--- src/rtl/dispatcher_rd_sequencer.sv ---
// dispatcher_rd_sequencer
//   Walks two group buffers (left/right) for one command and streams the
//   matching mantissa lines and group exponents to the compute engine.
//   A command names a base address per side and a group count. Read k uses
//   (base + k) mod 2^ADDR_WIDTH on each side. Buffers return data one cycle
//   after the address is issued. Captured beats queue in a small output FIFO.
//   Reads are credit-limited so the FIFO can never overflow.
//
// Ports
//   i_clk, i_reset              clock, synchronous active-high reset
//   i_start, i_*_base,
//   i_num_groups                command strobe and arguments (count clamped to 2^ADDR_WIDTH)
//   o_busy, o_done              command in progress / one-cycle completion pulse
//   o_rd_addr_*, o_rd_en_*      mantissa buffer read port (both sides issue together)
//   o_*_exp_rd_addr             exponent buffer addresses (mirror the mantissa address)
//   i_rd_data_*, i_*_exp_rd_data buffer read data, valid the cycle after issue
//   o_valid / i_ready           output beat handshake
//   o_*_man, o_*_exp,
//   o_group_idx, o_last         beat payload from the FIFO head
module dispatcher_rd_sequencer #(
  parameter int DATA_WIDTH = 256,
  parameter int ADDR_WIDTH = 9,
  parameter int FIFO_DEPTH = 2
) (
  input  logic                  i_clk,
  input  logic                  i_reset,
  input  logic                  i_start,
  input  logic [ADDR_WIDTH-1:0] i_left_base,
  input  logic [ADDR_WIDTH-1:0] i_right_base,
  input  logic [ADDR_WIDTH:0]   i_num_groups,
  output logic                  o_busy,
  output logic                  o_done,
  output logic [ADDR_WIDTH-1:0] o_rd_addr_left,
  output logic [ADDR_WIDTH-1:0] o_rd_addr_right,
  output logic                  o_rd_en_left,
  output logic                  o_rd_en_right,
  input  logic [DATA_WIDTH-1:0] i_rd_data_left,
  input  logic [DATA_WIDTH-1:0] i_rd_data_right,
  output logic [ADDR_WIDTH-1:0] o_left_exp_rd_addr,
  output logic [ADDR_WIDTH-1:0] o_right_exp_rd_addr,
  input  logic [7:0]            i_left_exp_rd_data,
  input  logic [7:0]            i_right_exp_rd_data,
  output logic                  o_valid,
  input  logic                  i_ready,
  output logic [DATA_WIDTH-1:0] o_left_man,
  output logic [DATA_WIDTH-1:0] o_right_man,
  output logic [7:0]            o_left_exp,
  output logic [7:0]            o_right_exp,
  output logic [ADDR_WIDTH:0]   o_group_idx,
  output logic                  o_last
);

  localparam int CW  = ADDR_WIDTH + 1;
  localparam int PW  = (FIFO_DEPTH > 1) ? $clog2(FIFO_DEPTH) : 1;
  localparam int OW  = $clog2(FIFO_DEPTH + 1);
  localparam int OW1 = OW + 1;
  localparam logic [CW-1:0] MAX_GROUPS = {1'b1, {ADDR_WIDTH{1'b0}}};

  typedef enum logic [1:0] {S_IDLE, S_RUN, S_DRAIN} state_t;

  typedef struct packed {
    logic [DATA_WIDTH-1:0] lman;
    logic [DATA_WIDTH-1:0] rman;
    logic [7:0]            lexp;
    logic [7:0]            rexp;
    logic [CW-1:0]         idx;
    logic                  last;
  } entry_t;

  state_t                state_q, state_d;
  logic [ADDR_WIDTH-1:0] lbase_q, lbase_d;
  logic [ADDR_WIDTH-1:0] rbase_q, rbase_d;
  logic [CW-1:0]         num_q, num_d;
  logic [CW-1:0]         issue_cnt_q, issue_cnt_d;
  logic                  inflight_q, inflight_d;
  logic [CW-1:0]         inflight_idx_q, inflight_idx_d;
  logic                  inflight_last_q, inflight_last_d;
  logic                  done_q, done_d;
  logic                  busy_q, busy_d;
  entry_t                mem_q [FIFO_DEPTH];
  entry_t                mem_d [FIFO_DEPTH];
  logic [PW-1:0]         wr_ptr_q, wr_ptr_d;
  logic [PW-1:0]         rd_ptr_q, rd_ptr_d;
  logic [OW-1:0]         occ_q, occ_d;

  logic                  valid, pop, push, issue, last_issue, start_ok, drain_done;
  logic [CW-1:0]         num_clamped;
  logic [OW1-1:0]        credit_used, credit_lim;
  logic [ADDR_WIDTH-1:0] addr_left, addr_right;
  entry_t                head, push_entry;

  assign valid      = (occ_q != '0);
  assign pop        = valid & i_ready;
  assign head       = mem_q[rd_ptr_q];
  // The buffer answers one cycle after issue, so the in-flight flag is the push.
  assign push       = inflight_q;
  assign start_ok   = i_start & (state_q == S_IDLE) & ~busy_q;
  assign drain_done = (state_q == S_DRAIN) & pop & head.last;
  assign num_clamped = (i_num_groups > MAX_GROUPS) ? MAX_GROUPS : i_num_groups;
  assign last_issue  = (issue_cnt_q == num_q - CW'(1));

  // Issue only if the beat is guaranteed a FIFO slot when it lands. Adding
  // the pop to the limit side keeps the compare unsigned-safe.
  assign credit_used = OW1'(occ_q) + OW1'(inflight_q);
  assign credit_lim  = OW1'(FIFO_DEPTH) + OW1'(pop);
  assign issue       = (state_q == S_RUN) && (credit_used < credit_lim);

  // Address arithmetic wraps naturally at the buffer size.
  assign addr_left  = lbase_q + issue_cnt_q[ADDR_WIDTH-1:0];
  assign addr_right = rbase_q + issue_cnt_q[ADDR_WIDTH-1:0];

  always_comb begin
    push_entry      = '0;
    push_entry.lman = i_rd_data_left;
    push_entry.rman = i_rd_data_right;
    push_entry.lexp = i_left_exp_rd_data;
    push_entry.rexp = i_right_exp_rd_data;
    push_entry.idx  = inflight_idx_q;
    push_entry.last = inflight_last_q;
  end

  // Command FSM and read sequencing
  always_comb begin
    state_d         = state_q;
    lbase_d         = lbase_q;
    rbase_d         = rbase_q;
    num_d           = num_q;
    issue_cnt_d     = issue_cnt_q;
    done_d          = 1'b0;
    inflight_d      = issue;
    inflight_idx_d  = issue_cnt_q;
    inflight_last_d = last_issue;

    case (state_q)
      S_IDLE: begin
        if (start_ok) begin
          if (num_clamped == '0) begin
            done_d = 1'b1;
          end else begin
            lbase_d     = i_left_base;
            rbase_d     = i_right_base;
            num_d       = num_clamped;
            issue_cnt_d = '0;
            state_d     = S_RUN;
          end
        end
      end
      S_RUN: begin
        if (issue) begin
          issue_cnt_d = issue_cnt_q + CW'(1);
          if (last_issue) state_d = S_DRAIN;
        end
      end
      S_DRAIN: begin
        if (drain_done) begin
          state_d = S_IDLE;
          done_d  = 1'b1;
        end
      end
      default: state_d = S_IDLE;
    endcase

    // Busy stays up through the done pulse of a real command; an empty
    // command completes without ever going busy.
    busy_d = (state_d != S_IDLE) | drain_done;
  end

  // Output FIFO
  always_comb begin
    mem_d    = mem_q;
    wr_ptr_d = wr_ptr_q;
    rd_ptr_d = rd_ptr_q;
    if (push) begin
      mem_d[wr_ptr_q] = push_entry;
      wr_ptr_d = (wr_ptr_q == PW'(FIFO_DEPTH - 1)) ? '0 : wr_ptr_q + PW'(1);
    end
    if (pop) begin
      rd_ptr_d = (rd_ptr_q == PW'(FIFO_DEPTH - 1)) ? '0 : rd_ptr_q + PW'(1);
    end
    occ_d = occ_q + OW'(push) - OW'(pop);
  end

  always_ff @(posedge i_clk) begin
    if (i_reset) begin
      state_q         <= S_IDLE;
      lbase_q         <= '0;
      rbase_q         <= '0;
      num_q           <= '0;
      issue_cnt_q     <= '0;
      inflight_q      <= 1'b0;
      inflight_idx_q  <= '0;
      inflight_last_q <= 1'b0;
      done_q          <= 1'b0;
      busy_q          <= 1'b0;
      wr_ptr_q        <= '0;
      rd_ptr_q        <= '0;
      occ_q           <= '0;
      for (int i = 0; i < FIFO_DEPTH; i++) mem_q[i] <= '0;
    end else begin
      state_q         <= state_d;
      lbase_q         <= lbase_d;
      rbase_q         <= rbase_d;
      num_q           <= num_d;
      issue_cnt_q     <= issue_cnt_d;
      inflight_q      <= inflight_d;
      inflight_idx_q  <= inflight_idx_d;
      inflight_last_q <= inflight_last_d;
      done_q          <= done_d;
      busy_q          <= busy_d;
      wr_ptr_q        <= wr_ptr_d;
      rd_ptr_q        <= rd_ptr_d;
      occ_q           <= occ_d;
      mem_q           <= mem_d;
    end
  end

  assign o_busy              = busy_q;
  assign o_done              = done_q;
  assign o_rd_en_left        = issue;
  assign o_rd_en_right       = issue;
  assign o_rd_addr_left      = addr_left;
  assign o_rd_addr_right     = addr_right;
  assign o_left_exp_rd_addr  = addr_left;
  assign o_right_exp_rd_addr = addr_right;
  assign o_valid             = valid;
  assign o_left_man          = head.lman;
  assign o_right_man         = head.rman;
  assign o_left_exp          = head.lexp;
  assign o_right_exp         = head.rexp;
  assign o_group_idx         = head.idx;
  assign o_last              = head.last;

endmodule

--- config.mk ---
export PLATFORM = sky130hd
export DESIGN_NAME = dispatcher_rd_sequencer
export DESIGN_NICKNAME = d
export VERILOG_FILES = /design/src/rtl/dispatcher_rd_sequencer.sv
export SDC_FILE = /design/constraint.sdc
export NUM_CORES = 2
export LEC_CHECK = 0
export CAP_MARGIN = 10
export CORE_AREA = 8 8 442 444
export CTS_CLUSTER_DIAMETER = 80
export DETAILED_ROUTE_END_ITERATION = 8
export DIE_AREA = 0 0 450 452
export GPL_TIMING_DRIVEN = 0
export HOLD_SLACK_MARGIN = 0.1
export PLACE_DENSITY = 0.54
export REMOVE_ABC_BUFFERS = 1
export SLEW_MARGIN = 30
export SYNTH_ARGS = -nofsm -noshare
export SYNTH_HDL_FRONTEND = slang
export SYNTH_SLANG_ARGS = --single-unit
--- constraint.sdc ---
create_clock -name i_clk -period 3.25 [get_ports i_clk]
set_input_delay 0.65 -clock i_clk [delete_from_list [all_inputs] [get_ports i_clk]]
set_output_delay 0.65 -clock i_clk [all_outputs]
set_load 0.005 [all_outputs]
After elaboration in Yosys (flattened, before gate mapping):

Index checks and enable logic that the tools add are counted.

* $add $sub $neg: 10
* bitwise operators: 10
* mux-type cells: 23
* equal/unequal tests: 6
* reduce and logical (&&, ||, !) cells: 9
* $lt $le $gt $ge: 5

Operators by type and width (number)
* $mux 539: 4
* $bwmux 1078: 1
* $demux 539 s1: 1
* $mux 10: 4
* $pmux 10 s2: 1
* $add 9x9->9: 2
* $add 10x1->10 const B: 1
* $eq 10x10->1: 1
* $gt 10x10->1 const B: 1
* $logic_not 10->1: 1
* $mux 2: 5
* $sub 10x1->10 const B: 1
* $ne 2x2->1 const B: 3
* $pmux 2 s3: 1
* $reduce_bool 2->1: 3
* $and 1x1->1: 5
* $mux 1: 5
* $ge 2x2->1 const B: 2
* $not 1->2: 2
* $reduce_and 4->1: 1
* $add 2x1->3: 1
* $add 2x1->3 const A: 1
* $lt 3x3->1: 1
* $reduce_and 3->1: 1
* other kinds (11): 14

* bits of input ports: 560
* output and inout bits: 580
* word-level logic and storage cells: 88
* register bits after elaboration: 1136

Longest topological paths before layout:

* depth after elaboration: 9
* depth in mapped cells: 10

Worst setup path before layout:

Ideal clock, no wire load.

* kind: register to output
* from: register issue_cnt_q[0] (netlist: inflight_idx_d[0])
* to: output o_right_exp_rd_addr[6]
* cell stages (with the launch flop): 11
* buffers on the path: 1
* setup slack: 542 ps
* required time: 2600 ps
* arrival: 2058 ps
* path through: dfxtp_1 -> ha_1 -> inv_1 -> fa_1 -> nor2b_1 -> o21ai_0 -> a21boi_0 -> o21ai_0 -> nor2b_1 -> xnor2_1 -> buf_4

* cells in the longest elaborated chain, start to end: 1

Ends and longest elaborated chain
* start, declared: RTL line 74 `logic [CW-1:0] issue_cnt_q, issue_cnt_d;`
* start signal, assigned: RTL line 204 `issue_cnt_q <= issue_cnt_d;`
* $add 9x9->9: RTL line 110 `assign addr_right = rbase_q + issue_cnt_q[ADDR_WIDTH-1:0];`
* end, declared: RTL line 40 `output logic [ADDR_WIDTH-1:0] o_right_exp_rd_addr,`

No other way between the ends.

Worst setup path after layout:

* from: register issue_cnt_q[6] (netlist: inflight_idx_d[6])
* to: output o_right_exp_rd_addr[8]

Same word-level chain as after synthesis.

==> impl_metrics.tcl <==
set metrics [dict create \
    synth-edff-count 0 \
    cts_made_buffers 146 \
    io_pins 1140 \
    multiInputGateArea_sq_mm 0.0221 \
    crit_chain "ha_1 -> or2_2 -> a21oi_1 -> a21oi_2 -> xnor2_2 -> buf_2" \
    fin_ws_ns -0.176 \
    die_area_sq_mm 0.203 \
    start_util 0.244 \
    syn_area_per_cell_sq_um 8.12 \
    via_count 43900 \
    die_x_um 450 \
    min-delay-path-class "in2reg" \
    nFillCells 18900 \
    dr.pass1.iters 6 \
    htreeDepth 4 \
    worstPathArrival_ns 2.78 \
    rows 160 \
    ys_seq_area_frac 0.494 \
    core_area_sq_mm 0.189 \
    finalWirelength_mm 201 \
    place_area_sq_mm 0.0612 \
    cp-start-kind "flip-flop" \
    slew_viol_final 0 \
    violations "setup timing" \
    crit_fanout 7 \
    synth_cell_type_count 56 \
    synthCells 5667 \
    regArea_sq_mm 0.0228 \
    antenna_found_initial 75 \
    area_growth_pct 51.8 \
    grt_pass1_wl_mm 284 \
    cts_tree "built" \
    grt_pass1_vias 42400 \
    clockBufferDepth 3 \
    port_buffers 1139 \
    cts-root-buf "clkbuf_16" \
    fin_crit_ns 3.43 \
    ys_warn_count 0 \
    post_drt_wl_per_cell_um 21.2 \
    rsz0062_at_grt "yes" \
    cp.required_ns 2.60 \
    ys_async_sr_fraction 0 \
    place_congestion 0.834 \
    synth_area_sq_mm 0.0460 \
    place_ws_ns -0.813 \
    yosys.area.top_type "dfxtp_1" \
    hpwl_mm 136 \
    dr.first_iter.drc_count 3117 \
    ys_ff_latch 1136 \
    leakagePower_nw 27.4 \
    vdd_drop_max_uv 404 \
    hold_viol 0 \
    fmax_mhz 292 \
    finalSetupViolCount 57 \
    path_buf_inv 1 \
    ant_nets 0 \
    relSlewSlack 0.417 \
    mostFrequentLayoutCell "nand2_1" \
    cpPeakStageDelay_ns 0.54 \
    gr-total-overflow 0 \
    vias_per_cell 4.62 \
    grt_usage 0.184 \
    powerDensity_mw_per_mm2 589 \
    crit_type "reg2out" \
    skew_ns 0.0306 \
    critPathTopFamily "flip-flops" \
    layout_common_cells "nand2_1 (2214), dfxtp_1 (1127), a21oi_1 (1112)" \
    nNetsFinal 7422 \
    finalPower_mw 41.2 \
    drive_gt1_frac 0.222 \
    status "finished, violations left" \
    die_h_um 452 \
    yosys-top-cells-area "dfxtp_1 (49%), nand2_1 (18%), mux2_2 (13%)" \
    crit_slowest_cell "dfxtp_1" \
    clkSinkCount 1136 \
    synth.top_cell.area_share 0.494 \
    crit_path_end_kind "primary output" \
    cap_violations 0 \
    post-route-period-util 1.05 \
    stdcell_area_sq_mm 0.0699 \
    tightest_slew_ns 0.875 \
    drc 0 \
    grt_max_degree 171 \
    fin_hold_ws_ns 0.246 \
    ys.flop_type "dfxtp_1" \
    clkTransAtPathRegs_ns 0.06 \
    clk_latency_ns 0.77 \
]
## cell usage after synthesis, drive strengths merged (3+ instances only)
cell type and n:
a21boi 3, a21oi 1116, buf 38, clkbuf 415, dfxtp 1136, ha 22
inv 18, mux2 539, nand2 2215, nand2b 5, nand3 9, nand3b 5
nor2 34, nor2b 14, nor3 6, nor4 5, o21ai 10, or2 3
or4 3, xnor2 29, xor2 8
## kinds of logic after synthesis
kind of cell	after synthesis	synth area share
and+or+nand+nor	2315	0.193
AOI/OAI and AO/OA	1143	0.126
DFF	1136	0.494
muxes	541	0.132
buffers and inverters	471	0.0406
xor gates and xnor gates	37	0.00704
adders and majority gates	24	0.00685
## repair_timing
action                     4_1_cts  5_1_grt
gates cloned                    44       14
setup buffers                  130       88
gates resized for setup       1493      566
hold buffers                     0        0
pin swaps                       25       22
setup endpoints to repair      548      392
## final cells by class
class,count,share of cell area
Inverter,18,0.00100
Timing Repair Buffer,1476,0.237
Clock inverter,64,0.0121
Antenna cell,42,0.00150
Tap cell,2511,0.0450
Clock buffer,203,0.0605
Multi-Input combinational cell,4060,0.317
Sequential cell,1136,0.326
## report_power, final
group / total (mW) / switching [mW] / internal [mW]
Clock: 17.0 / 6.63 / 10.3
Sequential: 14.7 / 0.260 / 14.4
Combinational: 9.52 / 4.20 / 5.32
## through the flow
stage | std cells | setup TNS [ns] | util
6_report | 9510 | -3.77 | 0.370
5_1_grt | 9503 | -20.26 | 0.370
4_1_cts | 9396 | -41.05 | 0.365
3_5_place_dp | 8956 | -72.75 | 0.324
3_3_place_gp | 8864 | - | 0.312
2_1_floorplan | 5214 | - | -
## metal layers
metal,wire length [um],share of wire,vias up,GRT usage
met5,151,0.00075,-,0
met4,9390,0.047,22,0.0804
met3,17300,0.086,427,0.0698
met2,96200,0.48,1394,0.307
met1,78400,0.39,21100,0.209
li1,-,-,21000,-
## registers in the layout (all words and copies together), names as in the netlist
signal,count
lbase_q,9
num_q,10
state_q,2
rd_ptr_q,1
rbase_q,9
occ_q,2
wr_ptr_q,1
o_done,1
inflight_q,1
inflight_idx_q,10
mem_q,1078
inflight_idx_d,10
inflight_last_q,1
o_busy,1
## worst paths after layout
| check | startpoint | to | slack (ns) | cells after the start |
|---|---|---|---|---|
| max reg2reg | inflight_q | mem_q[728] | 0.25 | 12 |
| min | i_reset | mem_q[112] | 0.25 | 2 |
| min reg2reg | inflight_idx_q[0] | mem_q[1] | 0.44 | 2 |
| max | inflight_idx_d[6] | o_right_exp_rd_addr[8] | -0.18 | 6 |
(Power assumes the default switching activity.)
